[src/rtl/icache_pkg.sv]
// ============================================================================
//  icache_pkg
//  Shared types and constants for the L1 instruction-cache refill path.
//  Revision: 1.0
// ============================================================================
`default_nettype none

package icache_pkg;

   typedef enum logic [1:0] {
      IDLE = 2'd0,
      REQ  = 2'd1,
      WAIT = 2'd2,
      PUSH = 2'd3
   } refill_state_t;

   localparam int DEFAULT_LINE_BYTES = 64;
   localparam int REP_WORD_W         = 64;

endpackage

`default_nettype wire

[src/rtl/icache_refill_unit.sv]
// ============================================================================
//  icache_refill_unit
//  Fetches one cache line over a 32-bit memory port and emits 64-bit beats.
//  Revision: 1.0
// ============================================================================
`default_nettype none

module icache_refill_unit
   import icache_pkg::*;
#(
   parameter int LINE_BYTES = DEFAULT_LINE_BYTES,
   parameter int ADDR_W     = 32
)(
   input  logic                  clk_i,
   input  logic                  reset_i,
   input  logic                  miss_req_i,
   input  logic [ADDR_W-1:0]     miss_addr_i,
   output logic                  busy_o,
   output logic                  mem_rd_en_o,
   output logic [ADDR_W-1:0]     mem_addr_o,
   input  logic                  mem_rd_valid_i,
   input  logic [31:0]           mem_rd_data_i,
   output logic                  rep_ready_o,
   output logic [REP_WORD_W-1:0] rep_word_o,
   output logic                  rep_last_o
);

   localparam int BEATS = LINE_BYTES / 8;
   localparam int OFF_W = $clog2(LINE_BYTES);
   localparam int CNT_W = (OFF_W > 3) ? OFF_W - 3 : 1;

   localparam logic [CNT_W-1:0]  c_LAST_BEAT = CNT_W'(BEATS - 1);
   localparam logic [ADDR_W-1:0] c_LINE_MASK = ~ADDR_W'(LINE_BYTES - 1);

   refill_state_t     r_state;
   refill_state_t     w_next_state;
   logic [ADDR_W-1:0] r_base;
   logic [CNT_W-1:0]  r_beat_cnt;
   logic              r_half;
   logic [31:0]       r_word_lo;
   logic [31:0]       r_word_hi;
   logic              w_last_beat;
   logic [ADDR_W-1:0] w_offset;

   assign w_last_beat = (r_beat_cnt == c_LAST_BEAT);
   // Base is line aligned, so OR-ing the offset in can never carry out of the line.
   assign w_offset    = (ADDR_W'(r_beat_cnt) << 3) | (ADDR_W'(r_half) << 2);

   always_ff @(posedge clk_i) begin
      if (!reset_i) begin
         r_state    <= IDLE;
         r_base     <= '0;
         r_beat_cnt <= '0;
         r_half     <= 1'b0;
         r_word_lo  <= '0;
         r_word_hi  <= '0;
      end else begin
         r_state <= w_next_state;
         case (r_state)
            IDLE: begin
               if (miss_req_i) begin
                  r_base     <= miss_addr_i & c_LINE_MASK;
                  r_beat_cnt <= '0;
                  r_half     <= 1'b0;
               end
            end
            WAIT: begin
               if (mem_rd_valid_i) begin
                  if (!r_half) begin
                     r_word_lo <= mem_rd_data_i;
                     r_half    <= 1'b1;
                  end else begin
                     r_word_hi <= mem_rd_data_i;
                     r_half    <= 1'b0;
                  end
               end
            end
            PUSH: begin
               if (!w_last_beat) begin
                  r_beat_cnt <= r_beat_cnt + 1'b1;
               end
            end
            default: ;
         endcase
      end
   end

   always_comb begin
      w_next_state = r_state;
      busy_o       = (r_state != IDLE);
      mem_rd_en_o  = 1'b0;
      mem_addr_o   = '0;
      rep_ready_o  = 1'b0;
      rep_last_o   = 1'b0;
      case (r_state)
         IDLE: begin
            if (miss_req_i) begin
               w_next_state = REQ;
            end
         end
         REQ: begin
            mem_rd_en_o  = 1'b1;
            mem_addr_o   = r_base | w_offset;
            w_next_state = WAIT;
         end
         WAIT: begin
            if (mem_rd_valid_i) begin
               w_next_state = r_half ? PUSH : REQ;
            end
         end
         PUSH: begin
            rep_ready_o  = 1'b1;
            rep_last_o   = w_last_beat;
            w_next_state = w_last_beat ? IDLE : REQ;
         end
         default: w_next_state = IDLE;
      endcase
   end

   assign rep_word_o = {r_word_hi, r_word_lo};

endmodule

`default_nettype wire

[config.mk]
export PLATFORM = sky130hd
export DESIGN_NAME = icache_refill_unit
export DESIGN_NICKNAME = d
export VERILOG_FILES = /design/src/rtl/icache_pkg.sv /design/src/rtl/icache_refill_unit.sv
export SDC_FILE = /design/constraint.sdc
export NUM_CORES = 1
export LEC_CHECK = 0
export ABC_CLOCK_PERIOD_IN_PS = 1400
export CAP_MARGIN = 20
export CELL_PAD_IN_SITES_DETAIL_PLACEMENT = 0
export CELL_PAD_IN_SITES_GLOBAL_PLACEMENT = 1
export CORE_MARGIN = 2
export CORE_UTILIZATION = 26
export CTS_BUF_LIST = sky130_fd_sc_hd__clkbuf_8 sky130_fd_sc_hd__clkbuf_16
export DETAILED_ROUTE_END_ITERATION = 6
export HOLD_SLACK_MARGIN = 0.08
export PLACE_DENSITY = 0.83
export SLEW_MARGIN = 25
export SYNTH_ARGS = -nofsm -noshare
export SYNTH_HDL_FRONTEND = slang
export SYNTH_SLANG_ARGS = --single-unit
[constraint.sdc]
create_clock -name clk_i -period 1.4 [get_ports clk_i]
set_input_delay 0.42 -clock clk_i [delete_from_list [all_inputs] [get_ports clk_i]]
set_output_delay 0.42 -clock clk_i [all_outputs]
set_load 0.02 [all_outputs]
==> results of run 1 <==
==> worst max path at each step <==
stage                                        from        endpoint  slack, ps  cells past startpoint
after global placement    r_state[1]$_SDFFE_PN0P_  mem_addr_o[26]       -450                      4
after CTS                 r_state[1]$_SDFFE_PN0P_  mem_addr_o[30]       -460                      5
after floorplan           r_state[1]$_SDFFE_PN0P_   mem_addr_o[2]        -50                      4
after detailed placement  r_state[1]$_SDFFE_PN0P_  mem_addr_o[19]       -480                      4
final                     r_state[1]$_SDFFE_PN0P_  mem_addr_o[30]       -380                      4
after global routing      r_state[1]$_SDFFE_PN0P_  mem_addr_o[30]       -420                      4
==> layout by cell type, fill, tap and decap left out, types with 17 or more instances in the layout <==
cell | Yosys | layout
a21oi_2 | 0 | 22
and2_4 | 0 | 31
buf_12 | 0 | 21
buf_2 | 10 | 59
buf_6 | 4 | 46
clkbuf_16 | 0 | 22
clkdlybuf4s50_1 | 0 | 60
dfxtp_1 | 96 | 91
nand2_1 | 89 | 59
nand2_2 | 0 | 17
nand3_1 | 64 | 23
nand3_2 | 0 | 39
o21ai_1 | 5 | 47
==> kinds of logic after synthesis <==
group                    share of synthesized area (%)
buffers and inverters                            5.534
AO/OA/AOI/OAI                                    13.73
AND/OR/NAND/NOR                                  26.81
flip-flops                                       53.13
other                                           0.1037
adder cells (fa/ha/maj)                         0.6917
==> metal layers <==
| metal | part of all wire, % | vias to the layer above |
|---|---|---|
| met2 | 50 | 130 |
| met4 | 1.3 | 2 |
| met5 | 0.063 | - |
| met3 | 7.9 | 16 |
| met1 | 40 | 1836 |
| li1 | - | 1867 |
==> through the flow <==
stage | util [%] | instance area, µm²
2_1_floorplan | - | 3722
4_1_cts | 45.08 | 6185
3_3_place_gp | 41.01 | 5627
6_report | 50.66 | 6950
5_1_grt | 50.66 | 6950
3_5_place_dp | 41.01 | 5627
==> power groups by stage <==
stage | registers [mW] | logic (mW) | clock network, mW
final | 2.88 | 1.14 | 2.65
after global routing | 2.88 | 1.22 | 2.81
after CTS | 2.86 | 0.868 | 2.72
after detailed placement | 2.92 | 0.779 | 0
after global placement | 2.91 | 0.763 | 0
after floorplan | 2.94 | 0.360 | 0
==> flip-flops by register name (all words and copies together), names as in the netlist <==
register    cells
r_beat_cnt      3
r_word_lo      32
r_base         26
r_half          1
r_state         2
r_word_hi      32
==> cell type report <==
cell class | instances | share of cell area (%)
well taps | 180 | 3.240
multi-input cells | 302 | 30.49
repair buffers | 220 | 33.88
inverters | 1 | 0.05401
clock buffers | 9 | 3.240
flip-flops and latches | 96 | 27.74
clock inverters | 7 | 1.350
==> tightest hold or removal path: stages (launching register included) <==
cell and delay [ps]:
dfxtp_1 320, nand3_2 50, o21ai_1 50
==> what timing repair did <==
item,4_1_cts,5_1_grt
gates resized for setup,424,248
endpoints found under the setup margin,100,169
pin swaps,8,53
buffers inserted,8,8
cloned,1,21
==> flow_metrics.tcl, run 1 <==
set metrics [dict create \
    status "finished, violations left" \
    violations "setup timing" \
    pin_count 168 \
    busiest_layer "met2" \
    fin_ws_ps -384.5 \
    synth_top_area_share_pct 53.13 \
    place_ws_ps -476.7 \
    root_buffer "clkbuf_16" \
    yosysSeqAreaShare_pct 53.13 \
    synth_common_cells "dfxtp_1, nand2_1, nand3_1" \
    grt_pass1_vias 3513 \
    path_buf_inv 2 \
    ys_ff_latch 96 \
    cts_sinks 96 \
    firstDrtPassIters 4 \
    max-cap-violations 0 \
    fin_crit_sh_pct 127.5 \
    required_ps 980 \
    total_power_mw 6.671 \
    holdPathEnd "r_word_lo[1]$_SDFFE_PN0P_" \
    cts_buffer_depth 2 \
    start_util_pct 26.37 \
    postSynthAreaPerCell_um2 8.277 \
    rr_startpoint "r_state[0]$_SDFFE_PN0P_" \
    cts_max_level 3 \
    hold_path_depth 2 \
    ys_async_sr_fraction_pct 0 \
    ir_drop_mv 0.5438 \
    hp-start "r_word_lo[1]$_SDFFE_PN0P_" \
    synth_edf_count 0 \
    wl_per_cell_um 17.59 \
    ys.flop_type "dfxtp_1" \
    die_w_um 122.0 \
    cts_tree "done" \
    grt_start_max_net_pins 66 \
    cts_hold_buf 0 \
    seqCellArea_um2 1928 \
    clkLatencyLatePin_ps 350 \
    p_sw_share_pct 25.18 \
    cp_max_fo 12 \
    p_per_area_nw_per_um2 959.8 \
    drcViolationCount 0 \
    dieArea_um2 14870 \
    globalRouteMet2Util_pct 24.76 \
    nets 700 \
    synthCells 437 \
    path_cells "and2b_4, buf_12, and2_4, buf_6" \
    grt_util_met3_pct 6.367 \
    cp_slowest_cell "dfxtp_2" \
    multiInputGateArea_um2 2120 \
    port_buffers 159 \
    drive_gt1_share_pct 50.87 \
    grtUsageTotal_pct 14.87 \
    yosys_warnings 0 \
    cp_slowest_stage_delay_ps 310 \
    antenna_left 0 \
    grt_pass1_wl_mm 17.22 \
    r2r_cells 7 \
    finalNonFillerCells 815 \
    p_clk_share_pct 39.8 \
    antenna_found_initial 1 \
    p_seq_share_pct 43.1 \
    timing.rr.end "r_beat_cnt[0]$_SDFFE_PN0P_" \
    synth.distinct_cells 30 \
    placementRows 43 \
    period_minus_slack_ps 1785 \
    holdWs_ps 458.5 \
    drt-vias-per-instance 4.725 \
    crit_family "simple AND/OR/NAND/NOR gates" \
    report.final.hold_viol_count 0 \
    startpoint_type "flip-flop" \
    grt_overflow_total 0 \
    synth_most_common_cell "dfxtp_1" \
    synth_area_leader_cell "dfxtp_1" \
    synthTopCellsByArea "dfxtp_1, nand2_1, nand3_1" \
    fin_tns_setup_ps -22540 \
    vias 3851 \
    max-slew-margin-rel_pct 66.59 \
    regToRegSetupSlack_ps -210 \
    dp_hpwl_mm 7.430 \
    cts_made_buffers 9 \
    clock.fmax_mhz 560.4 \
    rsz0062_at_grt "yes" \
    slew_viol_final 0 \
    p_leak_nw 2.888 \
    p_comb_share_pct 17.1 \
    drt_wl_total_mm 14.34 \
    switchingPower_mw 1.680 \
    gp_congestion 0.7383 \
    setup_viol 129 \
    syn_area_um2 3617 \
    cp.arrival_ps 1360 \
    min_path_type "flip-flop to flip-flop" \
    p_int_mw 4.991 \
    antenna-diode-count 0 \
    worstSetupPathType "flip-flop to output pin" \
    clkTransAtPathRegs_ps 70 \
    syn_to_final_growth_pct 92.15 \
    coreArea_um2 13720 \
    drtIter0Drc 206 \
    fillers 1258 \
    skew_ps 6.915 \
    gr-usage-met1_pct 16.60 \
    worst_pin_slew_ps 500.5 \
    placed_cells 763 \
    cp-end-kind "output pin" \
    chipHeight_um 122.0 \
]
Note: power is estimated with default switching activity, not from simulation.
==> run 2, diff against run 1 <==
ABC_CLOCK_PERIOD_IN_PS = 2100   (was 1400)
CORE_UTILIZATION = 31   (was 26)
PLACE_DENSITY = 0.92   (was 0.83)
clock period = 2.1 ns   (was 1.4 ns; I/O delays follow)
==> run 2 against run 1 <==
The flow now finishes without violations. Die area fell by 16%. Critical path depth fell by 1. Global-route usage rose by 0.75 points. First-iteration DRC count fell by 6.8%. Utilization fell by 2.2 points. Worst setup slack improved by 450 ps. Largest cell class is now flip-flops and latches. Highest routed layer is now met4.
==> flow_metrics.tcl, run 2 (synthesis gave the netlist of run 1 again) <==
set metrics [dict create \
    cts_buffer_depth 2 \
    min_path_type "flip-flop to flip-flop" \
    drt-vias-per-instance 4.686 \
    place_ws_ps -6.782 \
    period_minus_slack_ps 2034 \
    dp_hpwl_mm 6.771 \
    nets 653 \
    cts_tree "done" \
    root_buffer "clkbuf_16" \
    grt_start_max_net_pins 66 \
    cts_max_level 3 \
    post_cts_buffers 0 \
    met1_length_mm 4.281 \
    grt_pass1_wl_mm 16.10 \
    gp_congestion 0.7760 \
    syn_to_final_growth_pct 52.85 \
    total_power_mw 3.942 \
    pin_count 168 \
    rsz0062_at_grt "no" \
    p_comb_share_pct 11.9 \
    coreArea_um2 11420 \
    clock.fmax_mhz 491.7 \
    dr_wl_met3_um 898 \
    worstSetupPathType "flip-flop to output pin" \
    antenna_left 0 \
    cp.arrival_ps 1400 \
    fin_ws_ps 66.30 \
    p_clk_share_pct 39.9 \
    p_sw_share_pct 22.67 \
    drive_gt1_share_pct 11.07 \
    chipHeight_um 112.0 \
    finalNonFillerCells 730 \
    max-cap-violations 0 \
    fillers 1088 \
    crit_family "buffers and inverters" \
    placementRows 39 \
    grt_overflow_total 0 \
    drtIter0Drc 192 \
    port_buffers 159 \
    routed-wl-met2_mm 4.606 \
    dieArea_um2 12550 \
    clkLatencyLatePin_ps 330 \
    cp_slowest_cell "dfxtp_2" \
    die_w_um 112.0 \
    antenna-diode-count 0 \
    final_common_cell "clkdlybuf4s50_1" \
    required_ps 1470 \
    top_regs "r_word_hi x32, r_word_lo x32, r_base x26" \
    drt_wl_total_mm 9.902 \
    cts_made_buffers 9 \
    cts_hold_buf 0 \
    grtUsageTotal_pct 15.62 \
    wl_per_cell_um 13.56 \
    skew_ps 6.394 \
    p_int_mw 3.049 \
    switchingPower_mw 0.8938 \
    p_per_area_nw_per_um2 713.0 \
    cts_sinks 96 \
    report.final.hold_viol_count 0 \
    cp-end-kind "output pin" \
    setup_viol 0 \
    path_cells "and2b_4, buf_16, clkdlybuf4s15_1" \
    holdWs_ps 449.6 \
    grt_pass1_vias 3343 \
    firstDrtPassIters 4 \
    cp_slowest_stage_delay_ps 320 \
    routed.top_layer "met4" \
    status "completed" \
    start_util_pct 31.68 \
    fin_tns_setup_ps 0 \
    final_cell_mix "clkdlybuf4s50_1, dfxtp_1, nand2_1" \
    placed_cells 714 \
    drcViolationCount 0 \
    clkTransAtPathRegs_ps 60 \
    startpoint_type "flip-flop" \
    fin_crit_sh_pct 96.84 \
    vias 3421 \
    antenna_found_initial 0 \
    p_seq_share_pct 48.2 \
    ir_drop_mv 0.3452 \
    p_leak_nw 2.162 \
    path_buf_inv 2 \
    cp_max_fo 16 \
    slew_viol_final 0 \
]
-- run 2: through the flow --
| step | util [%] | cell area, µm² |
|---|---|---|
| floorplan | - | 3621 |
| global placement | 47.01 | 5368 |
| detailed placement | 47.01 | 5368 |
| CTS | 48.46 | 5533 |
| global route | 48.42 | 5529 |
| finish | 48.42 | 5529 |
-- run 2: repair_timing --
action	in CTS	in global routing
gates resized for setup	133	2
endpoints found under the setup margin	34	2
cloned	1	0
-- run 2: power by group through the flow --
stage               Combinational [mW]  Sequential, mW  Clock (mW)
CTS                              0.476            1.90        1.63
floorplan                        0.218            1.96           0
global placement                 0.466            1.94           0
global route                     0.515            1.91        1.71
finish                           0.471            1.90        1.57
detailed placement               0.474            1.94           0
-- run 2: area by class of cell --
type,count,area [µm²],share of cell area [%]
inverters,1,3.754,0.06789
multi-input cells,302,1506,27.25
clock buffers,10,239.0,4.322
clock inverters,5,50.05,0.9052
well taps,143,178.9,3.236
repair buffers,173,1628,29.44
flip-flops and latches,96,1923,34.78
-- run 2: worst register-to-register path, cell delays in order (launching register included) --
cell and delay (ps):
dfxtp_2 320, buf_4 170, or3b_1 440, buf_4 170, nand2_1 80, o22ai_1 90
-- run 2: path summary, 6_finish.rpt --
| check | endpoint | depth (start not counted) | start | slack [ps] |
|---|---|---|---|---|
| setup reg to reg | r_beat_cnt[2]$_SDFFE_PN0P_ | 5 | r_state[1]$_SDFFE_PN0P_ | 700 |
| hold / removal | r_base[23]$_SDFFE_PN0P_ | 2 | r_base[23]$_SDFFE_PN0P_ | 450 |
| setup / recovery | mem_rd_en_o | 3 | r_state[1]$_SDFFE_PN0P_ | 70 |
| hold reg to reg | r_base[23]$_SDFFE_PN0P_ | 2 | r_base[23]$_SDFFE_PN0P_ | 450 |
-- run 2: routing by layer --
metal	GRT usage [%]	up-vias
li1	-	1749
met1	18.46	1540
met2	25.74	122
met3	6.425	10
met4	5.528	0
met5	0	-
==> run 3, diff against run 2 <==
CORE_ASPECT_RATIO = 1.75   (was default)
==> run 3 against run 2 <==
Global-route usage rose by 0.37 points. Non-clock buffer count rose by 1. Critical path type unchanged. Final cell count down 0.82%. Largest cell class unchanged. Critical endpoint is now busy_o. Die area rose by 0.27%. Largest power group unchanged. Count of clock-buffer cells in the layout shrank 1. Register-to-register slack gained 20 ps. First-iteration DRC count fell by 37%. Worst setup slack worse by 0.63 ps. Total power rose by 3.6%. Hold slack worse by 2.9 ps. Fmax hardly changed. Wire length increased by 0.42%.
==> flow_metrics.tcl, run 3 (synthesis gave the netlist of run 1 again) <==
set metrics [dict create \
    status "completed" \
    start_util_pct 31.59 \
    drt-vias-per-instance 4.762 \
    cp_slowest_stage_delay_ps 310 \
    gp_congestion 0.7385 \
    worstSetupPathType "flip-flop to output pin" \
    post_cts_buffers 0 \
    clock.fmax_mhz 491.6 \
    antenna_left 0 \
    fin_ws_ps 65.67 \
    seqCellArea_um2 1922 \
    required_ps 1470 \
    grt_start_max_net_pins 66 \
    busiest_layer "met2" \
    place_ws_ps 5.918 \
    hp-start "r_base[13]$_SDFFE_PN0P_" \
    startpoint_type "flip-flop" \
    ir_drop_mv 0.4593 \
    drtIter0Drc 121 \
    max-slew-margin-rel_pct 63.66 \
    grt_pass1_wl_mm 16.24 \
    multiInputGateArea_um2 1505 \
    cp_slowest_cell "dfxtp_1" \
    dp_hpwl_mm 7.097 \
    syn_to_final_growth_pct 52.68 \
    drive_gt1_share_pct 11.21 \
    top_regs "r_word_hi x32, r_word_lo x32, r_base x26" \
    coreArea_um2 11450 \
    period_minus_slack_ps 2034 \
    path_cells "buf_4, or2_2, clkdlybuf4s15_1" \
    final_common_cell "clkdlybuf4s50_1" \
    antenna-diode-count 0 \
    firstDrtPassIters 4 \
    cts_sinks 96 \
    root_buffer "clkbuf_16" \
    fillers 1104 \
    grt_util_met3_pct 5.281 \
    skew_ps 9.782 \
    setup_viol 0 \
    cts_tree "done" \
    grtUsageTotal_pct 15.99 \
    final_cell_mix "clkdlybuf4s50_1, dfxtp_1, nand2_1" \
    antenna_found_initial 0 \
    gr-usage-met1_pct 16.88 \
    globalRouteMet2Util_pct 28.87 \
    grt_pass1_vias 3431 \
    min_path_type "flip-flop to flip-flop" \
    worst_pin_slew_ps 545.1 \
    cp_max_fo 12 \
    cts_buffer_depth 2 \
    rr_startpoint "r_state[1]$_SDFFE_PN0P_" \
    cp.arrival_ps 1400 \
    grt_overflow_total 0 \
    rsz0062_at_grt "no" \
    cts_max_level 3 \
    crit_start "r_state[1]$_SDFFE_PN0P_" \
    fin_tns_setup_ps 0 \
    placementRows 52 \
    drt_wl_total_mm 9.944 \
    wl_per_cell_um 13.73 \
    die_w_um 85.66 \
    max-cap-violations 0 \
    slew_viol_final 0 \
    vias 3448 \
    clkTransAtPathRegs_ps 60 \
    cts_made_buffers 9 \
    report.final.hold_viol_count 0 \
    nets 654 \
    fin_crit_sh_pct 96.87 \
    pin_count 168 \
    p_per_area_nw_per_um2 739.7 \
    dieArea_um2 12580 \
    p_leak_nw 2.169 \
    drcViolationCount 0 \
    cp-end-kind "output pin" \
    chipHeight_um 146.9 \
    clkLatencyLatePin_ps 330 \
    port_buffers 159 \
]
## run 3: worst max-delay path: cells and delay by family, from the launching register on
kind / cells / cell delay, ps
flip-flops: 1 / 310
buffers and inverters: 2 / 460
AND/OR/NAND/NOR: 1 / 310
## run 3: worst paths after layout
path	endpoint	slack (ps)	depth (start not counted)
hold / removal	r_base[13]$_SDFFE_PN0P_	450	2
hold reg to reg	r_base[13]$_SDFFE_PN0P_	450	2
setup / recovery	busy_o	70	3
setup reg to reg	r_base[18]$_SDFFE_PN0P_	720	5
## run 3: repair_timing
item	in CTS	in global routing
gates resized for setup	117	12
setup endpoints to repair	34	12
hold endpoints to repair	0	0
hold buffers	0	0
## run 3: per-layer routing
metal | part of all wire [%] | wire length [µm]
met5 | 0 | 0
met4 | 1.1 | 111
met3 | 7.5 | 744
met2 | 54 | 5363
met1 | 37 | 3726
## run 3: cell type report
type                            count  share of cell area (%)
Sequential cell                    96                   34.80
Multi-Input combinational cell    302                   27.25
Timing Repair Buffer              174                   29.04
Tap cell                          135                   3.058
Inverter                            1                 0.06797
Clock inverter                      7                   1.699
Clock buffer                        9                   4.078
## run 3: stage by stage
step	area (µm²)	total power [mW]	instances	hold slack, ps	util (%)
floorplan	3621	2.173	438	431.7	-
global placement	5360	2.399	708	438.0	46.81
detailed placement	5360	2.413	708	443.4	46.81
CTS	5590	4.143	724	452.5	48.82
global route	5523	4.266	724	478.3	48.23
finish	5523	4.085	724	446.7	48.23
## run 3: power breakdown
| part | total, mW | leakage (nW) | internal [mW] | switching, mW |
|---|---|---|---|---|
| registers | 1.90 | 0.778 | 1.87 | 0.0242 |
| logic | 0.455 | 1.23 | 0.226 | 0.230 |
| clock network | 1.73 | 0.158 | 1.05 | 0.686 |
| total | 4.09 | 2.17 | 3.15 | 0.940 |
